### config.mk
export PLATFORM = sky130hd
export DESIGN_NAME = ra_shadow_stack
export DESIGN_NICKNAME = d
export VERILOG_FILES = /design/src/rtl/ra_shadow_stack.sv
export SDC_FILE = /design/constraint.sdc
export NUM_CORES = 1
export LEC_CHECK = 0
export CAP_MARGIN = 20
export CORE_UTILIZATION = 50
export CTS_BUF_LIST = sky130_fd_sc_hd__clkbuf_8
export DETAILED_ROUTE_END_ITERATION = 6
export DONT_BUFFER_PORTS = 1
export PLACE_DENSITY = 0.63
export SLEW_MARGIN = 20
export SYNTH_ARGS = -nofsm -noshare
export SYNTH_HDL_FRONTEND = slang
export SYNTH_SLANG_ARGS = --single-unit
### constraint.sdc
create_clock -name clk_i -period 4.8 [get_ports clk_i]
set_input_delay 0.96 -clock clk_i [delete_from_list [all_inputs] [get_ports clk_i]]
set_output_delay 0.96 -clock clk_i [all_outputs]
set_load 0.01 [all_outputs]
### src/rtl/ra_shadow_stack.sv
// ra_shadow_stack: circular link stack, oldest entry overwritten when full
module ra_shadow_stack #(
    parameter int DEPTH = 8
) (
    input  logic                     clk_i,
    input  logic                     rst_ni,
    input  logic                     flush_i,
    input  logic                     push_i,
    input  logic                     pop_i,
    input  logic [31:0]              data_i,
    output logic [31:0]              top_o,
    output logic [$clog2(DEPTH):0]   count_o,
    output logic                     pop_ok_o,
    output logic                     overflow_o,
    output logic                     underflow_o
);
    localparam int AW = $clog2(DEPTH);
    localparam int CW = AW + 1;
    logic [31:0]   mem [DEPTH];
    logic [AW-1:0] ptr_q;
    logic [CW-1:0] count_q;
    logic          full;
    logic [AW-1:0] wr_ptr;
    assign pop_ok_o = pop_i && count_q != '0;
    assign full     = count_q == CW'(DEPTH);
    assign top_o    = mem[ptr_q];
    assign count_o  = count_q;
    // a simultaneous pop frees the top slot, so the new link replaces it in place
    assign wr_ptr   = pop_ok_o ? ptr_q : ptr_q + 1'b1;
    // bit 31 is kept so non-encoded links can later be compared raw
    always_ff @(posedge clk_i) begin
        if (push_i && !flush_i) mem[wr_ptr] <= data_i;
    end
    always_ff @(posedge clk_i or negedge rst_ni) begin
        if (!rst_ni) begin
            ptr_q       <= '0;
            count_q     <= '0;
            overflow_o  <= 1'b0;
            underflow_o <= 1'b0;
        end else begin
            overflow_o  <= !flush_i && push_i && !pop_ok_o && full;
            underflow_o <= !flush_i && pop_i && count_q == '0;
            if (flush_i) begin
                ptr_q   <= '0;
                count_q <= '0;
            end else if (push_i && !pop_ok_o) begin
                ptr_q   <= ptr_q + 1'b1;
                count_q <= full ? count_q : count_q + 1'b1;
            end else if (pop_ok_o && !push_i) begin
                ptr_q   <= ptr_q - 1'b1;
                count_q <= count_q - 1'b1;
            end
        end
    end
endmodule

==> results.sh <==
export IMPL_grt_setup_unrepaired="no"
export IMPL_grt_antenna_before_repair=0
export IMPL_hp_class="primary input to async pin"
export IMPL_drive_gt1_share_pct=33.2
export IMPL_numCtsBuffers=43
export IMPL_first_iter_violations=295
export IMPL_synth_edf_count=256
export IMPL_ys_flop_type="edfxtp_1"
export IMPL_peakVddDrop_v=0.000309
export IMPL_fin_area_um2=11600
export IMPL_syn_avg_cell_area_um2=22.5
export IMPL_synthMuxAreaShare_pct=17.7
export IMPL_io_pin_count=76
export IMPL_row_count=52
export IMPL_placedInstanceArea_um2=10800
export IMPL_syn_nets=501
export IMPL_rr_startpoint="ptr_q[1]$_DFFE_PN0P_"
export IMPL_crit_type="register to output port"
export IMPL_p_leak_uw=0.00364
export IMPL_clkTransAtPathRegs_ns=0.06
export IMPL_nNetsFinal=535
export IMPL_worstReg2RegEnd="mem[4][10]$_DFFE_PP_"
export IMPL_grt_max_degree=45
export IMPL_worst_path_max_fanout=44
export IMPL_areaGrowthSynthToFinish_pct=11.6
export IMPL_yosysWarnings=0
export IMPL_slew_viol_final=0
export IMPL_synth_top_area_cell="edfxtp_1"
export IMPL_post_cts_buffers=0
export IMPL_final_core_util_pct=56.9
export IMPL_p_per_area_nw_per_um2=550
export IMPL_synth_compound_area_share_pct=1.44
export IMPL_fin_tns_setup_ns=0
export IMPL_root_buffer="clkbuf_8"
export IMPL_worstRegToRegCells=6
export IMPL_min_period_ns=3.85
export IMPL_place_congestion=0.708
export IMPL_cts_resized_gates=0
export IMPL_fin_worst_skew_ns=0.0149
export IMPL_relSlewSlack_pct=30.1
export IMPL_die_area_um2=21300
export IMPL_drc=0
export IMPL_synth_xor_area_share_pct=0.507
export IMPL_status="completed"
export IMPL_core_um2=20300
export IMPL_async_flop_share_pct=3.40
export IMPL_grt_pass1_wl_mm=29.0
export IMPL_dp_cells=718
export IMPL_finalNonFillerCells=794
export IMPL_hpwl_mm=10.8
export IMPL_synth_top_family_by_area="multiplexers"
export IMPL_crit_path_end_kind="output port"
export IMPL_drt_wl_total_mm=18.7
export IMPL_diodes=0
export IMPL_holdBufCountCts=0
export IMPL_yosys_cell_types_count=39
export IMPL_fin_crit_sh_pct=80.1
export IMPL_grt_pass1_vias=4888
export IMPL_wl_per_cell_um=23.5
export IMPL_crit_path_start_kind="register"
export IMPL_tritoncts="done"
export IMPL_die_h_um=146
export IMPL_first_pass_iters=4
export IMPL_fmax_mhz=260
export IMPL_synth_most_common_cell="edfxtp_1"
export IMPL_crit_required_ns=3.84
export IMPL_grt_usage_pct=18.5
export IMPL_synth_area_top_cells="edfxtp_1 (74%), mux4_2 (14%), mux2_2 (3.5%), dfrtp_1 (2.2%), nor2_1 (0.58%)"
export IMPL_ant_nets=0
export IMPL_yosys_area_top_type_share_pct=74.2
export IMPL_ys_seq_area_share_pct=76.4
export IMPL_synth_seq_cells=265
export IMPL_setup_ws_ns=0.953
export IMPL_arrival_ns=2.89
export IMPL_synth_cell_area_um2=10400
export IMPL_htree_num_levels=2
export IMPL_synthCells=460
export IMPL_clock_sinks=265
export IMPL_synth_fa_ha_area_share_pct=0.483
export IMPL_worst_slew_pin_slew_ns=1.05
export IMPL_regToRegSetupSlack_ns=1.56
export IMPL_setup_viol=0
export IMPL_via_per_inst=5.72
export IMPL_clockBufferDepth=3
export IMPL_synth_simple_gate_area_share_pct=1.96
export IMPL_hold_viol_final=0
export IMPL_dr_total_vias=4541
export IMPL_die_w_um=146
export IMPL_synth_commonest_cells="edfxtp_1 (256), mux4_2 (64), mux2_2 (32)"
export IMPL_max_cap_violations=0
export IMPL_preCtsSetupSlack_ns=1.45
export IMPL_grt_overflow=0
export IMPL_insertion_delay_ns=0.54
export IMPL_start_util_pct=51.0
export IMPL_port_buffers=0
-- per-layer routing --
layer | global-route usage [%] | wire length, um | vias up
li1 | - | - | 1991
met2 | 30.4 | 9210 | 136
met3 | 5.89 | 1230 | 40
met5 | 0 | 0 | -
met4 | 6.00 | 414 | 0
met1 | 23.7 | 7820 | 2374
-- kinds of logic after synthesis --
logic type                 after synthesis
DFF                                    265
muxes                                   99
and+or+nand+nor                         39
buffers and inverters                   28
AOI/OAI and AO/OA                       19
xor gates and xnor gates                 6
adders and majority gates                4
-- flip-flops by register name (all words and copies together) (netlist names) --
signal and count:
overflow_o 1, ptr_q 3, underflow_o 1, count_o 4, mem 256
-- metrics by stage --
stage	hold slack (ns)	total power, uW
final	0.125	6350
after global routing	0.0851	6660
after CTS	0.0872	6450
after detailed placement	0.665	4740
after global placement	0.661	4670
after floorplan	0.622	4320
-- worst max-delay path by stage --
stage                            to                  from  depth (start not counted)
2_1_floorplan   mem[7][0]$_DFFE_PP_               flush_i                          4
3_3_place_gp   mem[7][14]$_DFFE_PP_  ptr_q[1]$_DFFE_PN0P_                          5
3_5_place_dp              top_o[17]  ptr_q[1]$_DFFE_PN0P_                          3
4_1_cts                   top_o[17]  ptr_q[1]$_DFFE_PN0P_                          3
5_1_grt                   top_o[20]  ptr_q[1]$_DFFE_PN0P_                          3
6_report                  top_o[17]  ptr_q[1]$_DFFE_PN0P_                          3
-- critical path, stage by stage, from the launching register on --
cell	delay, ns
dfrtp_2	1.05
buf_4	0.55
mux4_2	0.40
mux2_2	0.32
-- power breakdown --
part           switching [uW]  internal, uW  total [uW]
registers                 223          2820        3050
clock network             831           866        1700
logic                     810           801        1610
total                    1860          4490        6350
-- layout by cell type, fill, tap and decap left out, types with 2 or more instances in the layout --
cell type    n
ha_1         4
nor2_1       8
nand3_1      4
clkbuf_8    45
buf_16       2
buf_12       5
a211oi_1     2
nor3b_1      2
buf_4        5
mux2_2      32
mux2i_1      3
nor3_1       3
xnor2_1      5
nand2_1      4
dfrtp_2      2
mux4_2      64
clkinv_2     5
nand2b_1     2
inv_1       19
edfxtp_1   256
a31oi_1      2
clkinv_1    10
nor2_4       8
o31a_1       2
o21ai_0      2
dfrtp_1      6
a21oi_1      6
a32o_1       2
-- layout make-up --
type                    instances  area [um2]
clock buffers                  45         619
clock inverters                30         126
fillers                      1512        8740
inverters                       5        18.8
multi-input cells             167        2350
flip-flops and latches        265        7920
well taps                     270         338
repair buffers                 12         193
Power figures use the tool's default switching activity.
